### config.mk
export PLATFORM = sky130hd
export DESIGN_NAME = datapath_ctrl_flat
export DESIGN_NICKNAME = d
export VERILOG_FILES = /design/src/rtl/datapath_ctrl_pkg.sv /design/src/rtl/datapath_ctrl_if.sv /design/src/rtl/datapath_ctrl_instr_dec.sv /design/src/rtl/datapath_ctrl.sv /design/src/flat_wrapper.sv
export SDC_FILE = /design/constraint.sdc
export NUM_CORES = 1
export LEC_CHECK = 0
export ABC_AREA = 1
export CORE_MARGIN = 10
export CORE_UTILIZATION = 31
export DETAILED_ROUTE_END_ITERATION = 8
export HOLD_SLACK_MARGIN = 0.15
export SYNTH_ARGS = -nofsm -noshare
export SYNTH_HDL_FRONTEND = slang
export SYNTH_SLANG_ARGS = --single-unit
export TNS_END_PERCENT = 1
### constraint.sdc
create_clock -name clk -period 1.1 [get_ports clk]
set_input_delay 0.22 -clock clk [delete_from_list [all_inputs] [get_ports clk]]
set_output_delay 0.22 -clock clk [all_outputs]
set_load 0.005 [all_outputs]
### src/rtl/datapath_ctrl_pkg.sv
// Shared types and constants for the datapath controller.
// Optional feature macro: DATAPATH_CTRL_ILLEGAL_EN (illegal flag + HALT state).
package ctrl_pkg;

  localparam int unsigned WIDTH   = 16;
  localparam int unsigned IMM_W   = 8;
  localparam int unsigned OPC_W   = 3;
  localparam int unsigned OP_W    = 2;
  localparam int unsigned NSEL_W  = 3;
  localparam int unsigned ALUOP_W = 2;
  localparam int unsigned SHIFT_W = 2;

  typedef enum logic [2:0] {
    S_WAIT      = 3'd0,
    S_DECODE    = 3'd1,
    S_GET_A     = 3'd2,
    S_GET_B     = 3'd3,
    S_EXEC      = 3'd4,
    S_WRITE_REG = 3'd5,
    S_WRITE_IMM = 3'd6
`ifdef DATAPATH_CTRL_ILLEGAL_EN
    ,
    S_HALT      = 3'd7
`endif
  } state_t;

  localparam logic [OPC_W-1:0] OPC_MOV = 3'b110;
  localparam logic [OPC_W-1:0] OPC_ALU = 3'b101;

  localparam logic [OP_W-1:0] OP_MOV_IMM = 2'b10;
  localparam logic [OP_W-1:0] OP_MOV_REG = 2'b00;

  localparam logic [ALUOP_W-1:0] ALU_ADD = 2'b00;
  localparam logic [ALUOP_W-1:0] ALU_SUB = 2'b01;
  localparam logic [ALUOP_W-1:0] ALU_AND = 2'b10;
  localparam logic [ALUOP_W-1:0] ALU_MVN = 2'b11;

  localparam logic [NSEL_W-1:0] NSEL_NONE = 3'b000;
  localparam logic [NSEL_W-1:0] NSEL_RN   = 3'b001;
  localparam logic [NSEL_W-1:0] NSEL_RD   = 3'b010;
  localparam logic [NSEL_W-1:0] NSEL_RM   = 3'b100;

  // Control bundle presented to the datapath each cycle
  typedef struct packed {
    logic               w;
    logic [NSEL_W-1:0]  nsel;
    logic               vsel;
    logic               write;
    logic               loada;
    logic               loadb;
    logic               loadc;
    logic               loads;
    logic               asel;
    logic [ALUOP_W-1:0] aluop;
  } ctrl_t;

  // Moore output decode for a given state and the instruction held in IR
  function automatic ctrl_t ctrl_outputs(input state_t st,
                                         input logic [OPC_W-1:0] opcode,
                                         input logic [OP_W-1:0] op);
    ctrl_t o;
    o = '0;
    case (st)
      S_WAIT: o.w = 1'b1;
      S_GET_A: begin
        o.nsel  = NSEL_RN;
        o.loada = 1'b1;
      end
      S_GET_B: begin
        o.nsel  = NSEL_RM;
        o.loadb = 1'b1;
      end
      S_EXEC: begin
        o.loadc = 1'b1;
        o.aluop = (opcode == OPC_ALU) ? ALUOP_W'(op) : ALU_ADD;
        o.asel  = (opcode == OPC_MOV);
        o.loads = (opcode == OPC_ALU) && (op == ALU_SUB);
      end
      S_WRITE_REG: begin
        o.nsel  = NSEL_RD;
        o.write = 1'b1;
      end
      S_WRITE_IMM: begin
        o.nsel  = NSEL_RN;
        o.vsel  = 1'b1;
        o.write = 1'b1;
      end
      default: o = '0;
    endcase
    return o;
  endfunction

endpackage

### src/rtl/datapath_ctrl_if.sv
// Handshake/control bus between the instruction source and the controller.
interface datapath_ctrl_if;
  import ctrl_pkg::*;

  logic               s;
  logic               load;
  logic [WIDTH-1:0]   in;
  logic               w;
  logic               illegal;
  logic [NSEL_W-1:0]  nsel;
  logic               vsel;
  logic               write;
  logic               loada;
  logic               loadb;
  logic               loadc;
  logic               loads;
  logic               asel;
  logic [ALUOP_W-1:0] ALUop;
  logic [SHIFT_W-1:0] shift;
  logic [WIDTH-1:0]   sximm8;

  modport master (
    output s, load, in,
    input  w, illegal, nsel, vsel, write, loada, loadb, loadc, loads, asel,
           ALUop, shift, sximm8
  );

  modport slave (
    input  s, load, in,
    output w, illegal, nsel, vsel, write, loada, loadb, loadc, loads, asel,
           ALUop, shift, sximm8
  );

endinterface

### src/rtl/datapath_ctrl_instr_dec.sv
// Combinational instruction field extraction, immediate sign extension and legality.
module instr_dec
  import ctrl_pkg::*;
(
  input  logic [WIDTH-1:0]   ir,
  output logic [OPC_W-1:0]   opcode,
  output logic [OP_W-1:0]    op,
  output logic [SHIFT_W-1:0] shift,
  output logic [WIDTH-1:0]   sximm8,
  output logic               legal
);

  // Rn is consumed by the register file address mux, not by the controller
  logic unused_rn;
  assign unused_rn = ^ir[10:8];

  assign opcode = ir[15:13];
  assign op     = ir[12:11];
  assign shift  = ir[4:3];
  assign sximm8 = {{(WIDTH - IMM_W){ir[IMM_W-1]}}, ir[IMM_W-1:0]};

  // Only MOV imm/reg and the four ALU operations are defined
  assign legal = ((opcode == OPC_MOV) && ((op == OP_MOV_IMM) || (op == OP_MOV_REG)))
               || (opcode == OPC_ALU);

endmodule

### src/rtl/datapath_ctrl.sv
// Multi-cycle datapath controller: holds IR, sequences register-file and ALU strobes.
// Optional feature macro: DATAPATH_CTRL_ILLEGAL_EN (sticky illegal flag and HALT state).
module datapath_ctrl
  import ctrl_pkg::*;
(
  input logic             clk,
  input logic             reset,
  datapath_ctrl_if.slave  bus
);

  state_t             state;
  state_t             state_nxt;
  logic [WIDTH-1:0]   ir;
  ctrl_t              ctrl;
  logic [OPC_W-1:0]   opcode;
  logic [OP_W-1:0]    op;
  logic               legal;

  instr_dec u_instr_dec (
    .ir     (ir),
    .opcode (opcode),
    .op     (op),
    .shift  (bus.shift),
    .sximm8 (bus.sximm8),
    .legal  (legal)
  );

  // Next-state selection; s is only honoured in WAIT
  always_comb begin
    state_nxt = state;
    case (state)
      S_WAIT: if (bus.s) state_nxt = S_DECODE;
      S_DECODE: begin
        if (!legal) begin
`ifdef DATAPATH_CTRL_ILLEGAL_EN
          state_nxt = S_HALT;
`else
          state_nxt = S_WAIT;
`endif
        end else if ((opcode == OPC_MOV) && (op == OP_MOV_IMM)) begin
          state_nxt = S_WRITE_IMM;
        end else if ((opcode == OPC_MOV) || (op == ALU_MVN)) begin
          state_nxt = S_GET_B;
        end else begin
          state_nxt = S_GET_A;
        end
      end
      S_GET_A: state_nxt = S_GET_B;
      S_GET_B: state_nxt = S_EXEC;
      S_EXEC:  state_nxt = ((opcode == OPC_ALU) && (op == ALU_SUB)) ? S_WAIT : S_WRITE_REG;
      S_WRITE_REG, S_WRITE_IMM: state_nxt = S_WAIT;
`ifdef DATAPATH_CTRL_ILLEGAL_EN
      S_HALT: state_nxt = S_HALT;
`endif
      default: state_nxt = S_WAIT;
    endcase
  end

  // State, IR and registered Moore outputs (outputs pre-decoded for the next state)
  always_ff @(posedge clk or posedge reset) begin
    if (reset) begin
      state <= S_WAIT;
      ir    <= '0;
      ctrl  <= ctrl_outputs(S_WAIT, '0, '0);
    end else begin
      state <= state_nxt;
      ctrl  <= ctrl_outputs(state_nxt, opcode, op);
      if ((state == S_WAIT) && bus.load) ir <= bus.in;
    end
  end

`ifdef DATAPATH_CTRL_ILLEGAL_EN
  logic illegal_q;

  // Sticky flag raised when an undefined instruction reaches decode
  always_ff @(posedge clk or posedge reset) begin
    if (reset) begin
      illegal_q <= 1'b0;
    end else if ((state == S_DECODE) && !legal) begin
      illegal_q <= 1'b1;
    end
  end

  assign bus.illegal = illegal_q;
`else
  assign bus.illegal = 1'b0;
`endif

  assign bus.w     = ctrl.w;
  assign bus.nsel  = ctrl.nsel;
  assign bus.vsel  = ctrl.vsel;
  assign bus.write = ctrl.write;
  assign bus.loada = ctrl.loada;
  assign bus.loadb = ctrl.loadb;
  assign bus.loadc = ctrl.loadc;
  assign bus.loads = ctrl.loads;
  assign bus.asel  = ctrl.asel;
  assign bus.ALUop = ctrl.aluop;

endmodule

### src/flat_wrapper.sv
// flat-port wrapper written by rule: the top's interface ports become plain ports
module datapath_ctrl_flat import ctrl_pkg::*;
  (clk, reset, bus_s, bus_load, bus_in, bus_w, bus_illegal, bus_nsel, bus_vsel, bus_write, bus_loada, bus_loadb, bus_loadc, bus_loads, bus_asel, bus_ALUop, bus_shift, bus_sximm8);
  datapath_ctrl_if bus_i ();
  input logic clk;
  input logic reset;
  input wire logic [$bits(bus_i.s)-1:0] bus_s;
  input wire logic [$bits(bus_i.load)-1:0] bus_load;
  input wire logic [$bits(bus_i.in)-1:0] bus_in;
  output wire logic [$bits(bus_i.w)-1:0] bus_w;
  output wire logic [$bits(bus_i.illegal)-1:0] bus_illegal;
  output wire logic [$bits(bus_i.nsel)-1:0] bus_nsel;
  output wire logic [$bits(bus_i.vsel)-1:0] bus_vsel;
  output wire logic [$bits(bus_i.write)-1:0] bus_write;
  output wire logic [$bits(bus_i.loada)-1:0] bus_loada;
  output wire logic [$bits(bus_i.loadb)-1:0] bus_loadb;
  output wire logic [$bits(bus_i.loadc)-1:0] bus_loadc;
  output wire logic [$bits(bus_i.loads)-1:0] bus_loads;
  output wire logic [$bits(bus_i.asel)-1:0] bus_asel;
  output wire logic [$bits(bus_i.ALUop)-1:0] bus_ALUop;
  output wire logic [$bits(bus_i.shift)-1:0] bus_shift;
  output wire logic [$bits(bus_i.sximm8)-1:0] bus_sximm8;
  assign bus_i.s = bus_s;
  assign bus_i.load = bus_load;
  assign bus_i.in = bus_in;
  assign bus_w = bus_i.w;
  assign bus_illegal = bus_i.illegal;
  assign bus_nsel = bus_i.nsel;
  assign bus_vsel = bus_i.vsel;
  assign bus_write = bus_i.write;
  assign bus_loada = bus_i.loada;
  assign bus_loadb = bus_i.loadb;
  assign bus_loadc = bus_i.loadc;
  assign bus_loads = bus_i.loads;
  assign bus_asel = bus_i.asel;
  assign bus_ALUop = bus_i.ALUop;
  assign bus_shift = bus_i.shift;
  assign bus_sximm8 = bus_i.sximm8;
  datapath_ctrl u_core (.clk(clk), .reset(reset), .bus(bus_i));
endmodule
Yosys cells after proc, flatten, opt, wreduce, memory -nomap -nowiden

Index checks and enable logic that the tools add are counted.

Mux-type cells: 14
Equality and inequality tests: 14
Reductions and logical operators: 12

Operators with widths:

| operator           | count |
|---|---|
| $eq 3x3->1 const B | 6 |
| $pmux 3 s5         | 1 |
| $eq 3x2->1 const B | 4 |
| $mux 3             | 4 |
| $pmux 3 s3         | 1 |
| $logic_not 3->1    | 2 |
| $mux 1             | 6 |
| $mux 5             | 1 |
| $eq 2x2->1 const B | 2 |
| $logic_and 1x1->1  | 4 |
| $reduce_or 2->1    | 2 |
| $eq 3x1->1 const B | 1 |
| $logic_or 1x1->1   | 3 |
| $eq 2x1->1 const B | 1 |
| $logic_not 2->1    | 1 |
| $mux 2             | 1 |

Logic and storage cells: 52
Register bits: 32

Logic depth before layout (Yosys ltp)

Gate-level depths: netlist of run 1.

Word-level depth: 9
Gate-level depth with buffers: 8

Cells and area by module

A second synthesis of run 1 with hierarchy kept.

Cell total of the unflattened synthesis: 128
Area total of the unflattened synthesis: 1466.4 um^2

Modules (own cells, without submodules):

| module        | area an instance (um^2) | times used | cells each |
|---|---|---|---|
| datapath_ctrl | 1266.2                  | 1          | 99 |
| instr_dec     | 200.2                   | 1          | 29 |

Worst setup path before layout of run 1

Ideal clock, no wire load.

Path kind: register to register
From: register u_core.state[0]
To: register u_core.ctrl, in the netlist u_core.bus.nsel[0]
Slack: 0.031 ns
Stages on the path, launching flop included: 7
Arrival: 0.947 ns
Library setup time: 0.122 ns
Cell sequence: dfrtp_1 > nor3_1 > nand2_2 > inv_2 > nor2_4 > nand2_4 > nor2_1

Longest elaborated chain between the ends: 5
Elaborated cells between the ends (all ways): 13
Classes of those cells: eq/ne (8); mux (3); reduce/logical (2)

RTL lines:

| element                                         | RTL line                | text |
|---|---|---|
| from (decl)                                     | datapath_ctrl.sv:11     | `state_t state;` |
| from (signal assigned)                          | datapath_ctrl.sv:66     | `state <= state_nxt;` |
| $eq 3x3->1, or another cell as far along        | datapath_ctrl.sv:31     | `case (state)` |
| $pmux 3 s5 *                                    | datapath_ctrl.sv:31     |  |
| net u_core.state_nxt[0]                         | datapath_ctrl.sv:12     | `state_t state_nxt;` |
| $eq 3x3->1 / $eq 3x2->1 (equally long branches) | datapath_ctrl_pkg.sv:63 | `case (st)` |
| $reduce_or 2->1 (no source line)                | n/a                     |  |
| $pmux 3 s3 *                                    | datapath_ctrl_pkg.sv:63 |  |
| to (signal assigned)                            | datapath_ctrl.sv:64     | `ctrl <= ctrl_outputs(S_WAIT, '0, '0);` |
| to (signal assigned)                            | datapath_ctrl.sv:67     | `ctrl <= ctrl_outputs(state_nxt, opcode, op);` |
| to (decl)                                       | datapath_ctrl.sv:14     | `ctrl_t ctrl;` |

Mark *: on every way through the listed nets, which the timed path passes. The rest lies on a longest branch.
A chain may end at the register's enable or synchronous reset.

Worst setup path in the final report of run 1

From: register u_core.ir[7]
To: output bus_sximm8[8]

RTL lines:

| element                | RTL line            | text |
|---|---|---|
| from (decl)            | datapath_ctrl.sv:13 | `logic [WIDTH-1:0] ir;` |
| from (signal assigned) | datapath_ctrl.sv:68 | `if ((state == S_WAIT) && bus.load) ir <= bus.in;` |
| to (decl)              | flat_wrapper.sv:22  | `output wire logic [$bits(bus_i.sximm8)-1:0] bus_sximm8;` |

No word-level cell between the ends.

==> impl_metrics.ini, run 1 <==
[route]
routed_wl_um = 2874
vias_per_cell = 4.155
vias = 989
first_pass_iters = 4
avgRoutedWirePerCell_um = 12.08
ant_nets = 0
dr.first_iter.drc_count = 38
drcViolationCount = 0

[critical_path]
required_ns = 0.88
r2r-start = u_core.ir[15]
setup.worst_path.class = reg -> out
end_kind = output pin
cp-start-kind = register
critPathArrivalTime_ns = 0.96
critPathMaxFanout = 3
cp-startpoint = u_core.ir[7]

[floorplan]
die_w_um = 84.57
io_pins = 52
rows = 23
start_util = 0.3208
coreArea_um2 = 4029
fp.dieH_um = 84.57
die_area_um2 = 7152

[clocking]
clk_pin_slew_ns = 0.09
cts.sinks = 28
cts_hold_buf = 0
cts_buffers = 3
cts_buffer_depth = 2
clkLatencyLatePin_ns = 0.28
cts-htree-levels = 1
root_buffer = clkbuf_8
tritoncts = yes

[cells_and_area]
multi_input_area_um2 = 377.9
diodes = 0
layout-drive-gt1-share = 0.4468
num-fill-cells = 384
nets = 209
area_growth_syn_to_layout_pct = 42.50
regArea_um2 = 703.2
layoutNonFillerInstCount = 238
fin_util = 0.4571
final_cell_mix = dfrtp_1 (26), nand2_1 (20), inv_1 (17), clkdlybuf4s50_1 (16), clkbuf_2 (14)
layout_commonest_cell = dfrtp_1

[sta]
skew_ns = 0.005189
setup_tns_ns = -0.7978
setup-violations-final = 16
final-hold-violation-count = 0
fmax_ghz = 0.8491
report.final.slew_viol_count = 0
finalCritPeriodShare = 1.071
setup_slack_ns = -0.07768
period_minus_slack_ns = 1.178
rsz0062_at_grt = yes

[logic_synthesis]
avgSynthCellArea_um2 = 9.167
yosysSeqAreaShare = 0.5431
synthDistinctLibCells = 19
ys_ff_latch = 28
syn_inst = 141
postSynthNetCount = 161
syn_area_um2 = 1292
yosysWarnings = 0

[pwr]
seqPwrFrac = 0.335
p_int_w = 0.003203
total_power_w = 0.004988
pwr-share-comb = 0.504
p_sw_w = 0.001785
power_frac_clock = 0.161
ir_drop_v = 0.0009354
power_leakage_nw = 0.9794
p_sw_frac = 0.3579
powerDensity_nw_per_um2 = 2708

[grt]
gr-total-overflow = 0
grt_pass1_vias = 1058
grt_max_degree = 29
grt_usage = 0.08494
grt_pass1_wl_um = 4954
antenna_found_initial = 0

[placed_design]
pre_cts_ws_ns = -0.2026
dp.cells = 224
dp_hpwl_um = 2286
gp_congestion = 0.7429
portBuffers = 47

[hold_path]
hold_class = in -> async

[job]
cap_violations = 0

[outcome]
violations = setup timing
status = complete, but fails checks
## through the flow
stage	hold slack [ns]	instance area, µm²
after global routing	0.3026	1842
after CTS	0.2732	1861
after detailed placement	0.4846	1750
after global placement	0.4758	1750
final	0.2672	1842
after floorplan	0.2847	1292
## registers in the layout, indices dropped and copies added (netlist names)
name and count:
u_core.state 3, u_core.bus.loadb 1, u_core.bus.ALUop 2, u_core.bus.vsel 1, u_core.ir 13, u_core.bus.asel 1
u_core.bus.loada 1, u_core.bus.loadc 1, u_core.bus.w 1, u_core.bus.write 1, u_core.bus.loads 1, u_core.bus.nsel 2
## cell usage after synthesis, drive strengths merged
cell / n / share of area
conb: 1 / 0.0029
dfstp: 1 / 0.020
nand2: 25 / 0.084
nand3: 4 / 0.027
nor2: 16 / 0.062
buf: 22 / 0.12
nor3: 3 / 0.012
o21ai: 11 / 0.043
nand4: 1 / 0.0097
inv: 24 / 0.070
dfrtp: 27 / 0.52
a21oi: 6 / 0.023
## worst paths after layout
kind | to | slack (ns) | cells after the start
worst max-delay path | bus_sximm8[8] | -0.08 | 2
worst min-delay path | u_core.bus.asel | 0.27 | 3
worst max register to register | u_core.bus.nsel[0] | -0.05 | 7
worst min register to register | u_core.ir[0] | 0.50 | 2
max in group asynchronous | u_core.bus.w | 0.61 | 3
min in group clk | u_core.ir[5] | 0.48 | 3
## power by group through the flow
stage | logic (W) | registers, W | clock network, W
CTS | 0.00248 | 0.00166 | 0.000828
finish | 0.00252 | 0.00167 | 0.000803
global placement | 0.00232 | 0.00168 | 0
global route | 0.00282 | 0.00172 | 0.000882
floorplan | 0.00151 | 0.00168 | 0
detailed placement | 0.00237 | 0.00172 | 0
## final cells by class
class / count / share of cell area
Multi-Input combinational cell: 67 / 0.2052
Inverter: 24 / 0.04891
Clock buffer: 3 / 0.02242
Tap cell: 50 / 0.03397
Sequential cell: 28 / 0.3818
Timing Repair Buffer: 65 / 0.2914
Clock inverter: 1 / 0.01630
## what timing repair did
item / 4_1_cts / 5_1_grt
setup buffers: 9 / 1
endpoints found under the setup margin: 36 / 44
pin swaps: 0 / 1
gates resized for setup: 109 / 24
cloned: 0 / 0
## metal layers
layer | global-route usage | vias to the layer above | part of all wire
li1 | - | 497 | -
met1 | 0.08861 | 454 | 0.39
met2 | 0.1393 | 34 | 0.50
met3 | 0.03382 | 4 | 0.085
met4 | 0.05389 | 0 | 0.025
met5 | 0 | - | 0
## kinds of logic (layout without fill, tap and decap cells)
group,count (synthesis),count (layout),share of synthesized area
AO/OA/AOI/OAI,17,17,0.06583
other,1,1,0.002901
flip-flops,28,28,0.5431
AND/OR/NAND/NOR,49,49,0.1946
buffers and inverters,46,93,0.1936
## worst max-delay path, cell delays in order (launching register included)
cell and delay (ns):
dfrtp_2 0.43, buf_4 0.14, buf_2 0.12
Note: power is estimated with default switching activity, not from simulation.
==> run 2, diff against run 1 <==
- CORE_ASPECT_RATIO: default -> 1.4
==> run 2 against run 1 <==
Effect of this change: the flow still finishes with violations (setup timing); via count up 3.9%; first-iteration DRC count is 53% lower; sequential share of layout area down 0.36 points; core utilization increased by 0.93 points; maximum frequency down 1.4%; clock-buffer cell count up 1; clock power is 21% lower; critical path depth rose by 5; critical path type is now reg -> reg; worst setup slack got worse by 0.017 ns; register-to-register slack worse by 0.04 ns; final cell count fell by 2.5%; global-route usage rose by 0.17 points.
==> impl_metrics.ini, run 2 (synthesized netlist as in run 1, its figures left out) <==
[outcome]
status = complete, but fails checks
violations = setup timing

[clocking]
cts-htree-levels = 1
clkLatencyLatePin_ns = 0.27
tritoncts = yes
cts_buffers = 3
root_buffer = clkbuf_8
clk_pin_slew_ns = 0.09
cts_buffer_depth = 2
cts_hold_buf = 0
cts.sinks = 28

[floorplan]
coreArea_um2 = 3986
rows = 27
fp.dieH_um = 96.40
die_area_um2 = 7189
start_util = 0.3242
io_pins = 52
die_w_um = 74.57

[route]
routed_wl_um = 3124
first_pass_iters = 2
drcViolationCount = 0
avgRoutedWirePerCell_um = 13.47
dr.first_iter.drc_count = 18
vias_per_cell = 4.431
vias = 1028
ant_nets = 0

[pwr]
power_leakage_nw = 0.9795
seqPwrFrac = 0.341
p_sw_frac = 0.3747
p_sw_w = 0.001851
power_frac_clock = 0.128
pwr-share-comb = 0.531
ir_drop_v = 0.001226
p_int_w = 0.003088
powerDensity_nw_per_um2 = 2656
total_power_w = 0.004939

[grt]
grt_usage = 0.08667
antenna_found_initial = 0
grt_max_degree = 23
gr-total-overflow = 0
grt_pass1_vias = 1144
grt_pass1_wl_um = 4954

[sta]
rsz0062_at_grt = yes
report.final.slew_viol_count = 0
period_minus_slack_ns = 1.195
final-hold-violation-count = 0
setup-violations-final = 17
skew_ns = 0.001101
finalCritPeriodShare = 1.086
fmax_ghz = 0.8371
setup_slack_ns = -0.09456
setup_tns_ns = -0.9492

[cells_and_area]
max_flop_register = u_core.ir
final_cell_mix = dfrtp_1 (26), inv_1 (17), nand2_1 (17), clkbuf_2 (17), clkdlybuf4s50_1 (16)
reg_top3 = u_core.ir x13, u_core.state x3
nets = 210
area_growth_syn_to_layout_pct = 43.85
layout-drive-gt1-share = 0.4656
layoutNonFillerInstCount = 232
num-fill-cells = 406
layout_commonest_cell = dfrtp_1
diodes = 0
largest_register_ffs = 13

[critical_path]
end_kind = register
slowest_delay_ns = 0.40
required_ns = 1.27
critPathArrivalTime_ns = 1.36
setup.worst_path.class = reg -> reg
crit_chain = nand2_1 -> nor2_2 -> inv_1 -> nand2_2 -> nand3_2 -> nand2_4 -> nor2_1
cp-start-kind = register
cp_slowest_cell = dfrtp_1
critPathMaxFanout = 4

[placed_design]
dp.cells = 221
gp_congestion = 0.7878
pre_cts_ws_ns = -0.2064
portBuffers = 47
dp_hpwl_um = 2486

[hold_path]
hold_class = in -> async

[job]
cap_violations = 0
run 2: changes by cell type in the layout (fill, tap and decap cells not counted), moves of 2 or more:
cell      change
buf_2         -7
nor3_1        -2
buf_4         +2
nand2_2       +2
nand2_1       -3
clkbuf_2      +3
nor3_2        +2
buf_6         +3
run 2: path summary, 6_finish.rpt:
path                                    start                  to  slack [ns]  depth (start not counted)
worst min register to register   u_core.ir[0]        u_core.ir[0]        0.50                          2
worst min-delay path                    reset        u_core.ir[3]        0.25                          3
max in group asynchronous               reset        u_core.bus.w        0.63                          3
min in group clk                    bus_in[0]        u_core.ir[0]        0.49                          3
worst max register to register  u_core.ir[15]  u_core.bus.nsel[0]       -0.09                          7
worst max-delay path            u_core.ir[15]  u_core.bus.nsel[0]       -0.09                          7
run 2: worst max-delay path, delay by kind of cell, from the launching register on:
family	cells	cell delay, ns
buffers and inverters	1	0.09
DFF	1	0.40
and+or+nand+nor	6	0.60
run 2: metal layers:
| layer | routed length [µm] | up-vias | global-route usage |
|---|---|---|---|
| li1 | - | 503 | - |
| met1 | 1108 | 485 | 0.08012 |
| met2 | 1683 | 35 | 0.1627 |
| met3 | 291 | 5 | 0.03980 |
| met4 | 41 | 0 | 0.02848 |
| met5 | 0 | - | 0 |
run 2: power by group through the flow:
stage	clock [W]	combinational (W)	sequential [W]
floorplan	0	0.00151	0.00168
global placement	0	0.00238	0.00169
detailed placement	0	0.00243	0.00172
CTS	0.000654	0.00242	0.00168
global route	0.000700	0.00294	0.00174
finish	0.000632	0.00262	0.00168
run 2: final cells by class:
type / instances / area (µm²) / share of cell area
clock buffer: 4 / 55.05 / 0.02961
sequential: 28 / 703.2 / 0.3782
multi-input combinational: 67 / 401.6 / 0.2160
tap: 43 / 53.80 / 0.02894
inverter: 24 / 90.09 / 0.04845
timing repair buffer: 66 / 555.5 / 0.2988
run 2: per-stage QoR:
step	hold WS (ns)	instance area [µm²]	util
final	0.2500	1859	0.4664
after CTS	0.2557	1829	0.4589
after detailed placement	0.4880	1759	0.4413
after global placement	0.4764	1759	0.4413
after floorplan	0.2847	1292	-
after global routing	0.2708	1859	0.4664
run 2: timing repair:
| item | 4_1_cts | 5_1_grt |
|---|---|---|
| setup buffers | 6 | 1 |
| endpoints found under the setup margin | 40 | 50 |
| resized for setup | 98 | 39 |
| pin swaps | 1 | 3 |
==> RTL change: new RTL, flow settings as in run 2 <==
Add a define of `DATAPATH_CTRL_ILLEGAL_EN`.
--- a/src/rtl/datapath_ctrl_pkg.sv
+++ b/src/rtl/datapath_ctrl_pkg.sv
@@ -1,4 +1,6 @@
 // Shared types and constants for the datapath controller.
 // Optional feature macro: DATAPATH_CTRL_ILLEGAL_EN (illegal flag + HALT state).
+`define DATAPATH_CTRL_ILLEGAL_EN
+
 package ctrl_pkg;
 
Behaviour: not the same (a bounded check fails within 4 cycles, from zero or initial values and one cycle with reset high).
==> RTL change against run 2 <==
  * The flow still finishes with violations (negative setup slack)
  * Power is 3.0% higher
  * Synthesized cell count shrank 6.4%
  * Routed wire length increased by 4.3%
  * Clock skew increased by 0.0030 ns
  * Design area increased by 3.2%
  * Sequential cell count is 1 higher
  * Synthesized area grew 2.6%
  * Worst setup slack lost 0.12 ns
  * Critical path depth shrank 2
  * Critical path type unchanged
  * Largest power group unchanged
==> RTL change: results (changes against run 2) <==
- Num CTS Buffers: 5 (+2)
- CP Max Fanout: 5 (+1)
- Final WS setup: -0.217 ns (-0.122 ns)
- First-pass GRT wire length: 4910 um (-0.85%)
- Outcome: complete, but fails checks
- DR iter-0 viols: 34 (+16)
- DR vias: 1056 (+2.7%)
- Clock buffer cells: 8 (+4)
- Violated checks: negative setup slack
- Multi-input logic area: 462 um^2 (+15%)
- Inverter count: 16 (-33%)
- Worst vdd ir: 1290 uV (+5.4%)
- Comb_multi_in: 68 (+1.5%)
- Register area share after synthesis: 54.8% (+0.50 points)
- Cell variety after synth: 20 (+1)
- Layout fillers: 410 (+0.99%)
- Most frequent cells after synthesis: 28 x dfrtp_1, 19 x buf_4, 19 x nor2_1
- Htree depth: 2 (+1)
- Sequential cell count: 29 (+3.6%)
- Placed Area: 1850 um^2 (+5.1%)
- Non-clk bufs: 67 (+1.5%)
- Setup violators final: 30 (+13)
- WP data arrival: 1.47 ns (+0.11 ns)
- Post-CTS setup-driven buffer insertion count: 2 (-4)
- Cells taking the most area after synthesis: dfrtp_1 53%, buf_4 11%, mux2_2 5.9%
- Non-clk buf share: 27.7% (-2.2 points)
-- RTL change: cell types whose count changed after synthesis, sizes merged, moves of 2 or more --
cell   change
inv        -8
mux2       +9
o21ai      -9
buf        -2
nor2       +8
a21oi      -2
nand2      -6
-- RTL change: report_power, final --
part	internal [mW]	switching, mW	leakage (nW)
combinational	1.29	1.27	0.569
sequential	1.46	0.256	0.354
clock	0.448	0.356	0.0395
-- RTL change: per-stage QoR --
step                      setup slack (ns)  hold slack, ns  setup TNS, ns  util [%]
final                               -0.217           0.299          -4.30      46.0
after detailed placement            -0.242           0.456          -5.64      44.4
after CTS                           -0.197           0.306          -4.68      46.5
after floorplan                     -0.196           0.297          -1.05         -
after global placement              -0.212           0.453          -4.62      44.4
after global routing                -0.283           0.321          -6.03      46.0
-- RTL change: cell families after synthesis --
group | synth area share (%)
AND/OR/NAND/NOR | 18.0
buffers and inverters | 16.1
flip-flops | 54.8
multiplexers | 8.21
AO/OA/AOI/OAI | 2.83
-- RTL change: final timing paths --
| check | start | to | slack, ns | cells after the start |
|---|---|---|---|---|
| max reg2reg | u_core.state[0]$_DFF_PP0_ | u_core.ir[1]$_DFFE_PP0P_ | -0.22 | 5 |
| max | u_core.state[0]$_DFF_PP0_ | u_core.ir[1]$_DFFE_PP0P_ | -0.22 | 5 |
| max in group asynchronous | reset | u_core.bus.w$_DFF_PP1_ | 0.57 | 3 |
| min reg2reg | u_core.bus.illegal$_DFFE_PP0P_ | u_core.bus.illegal$_DFFE_PP0P_ | 0.48 | 2 |
| min in group clk | u_core.bus.illegal$_DFFE_PP0P_ | u_core.bus.illegal$_DFFE_PP0P_ | 0.48 | 2 |
| min | reset | u_core.bus.vsel$_DFF_PP0_ | 0.30 | 3 |
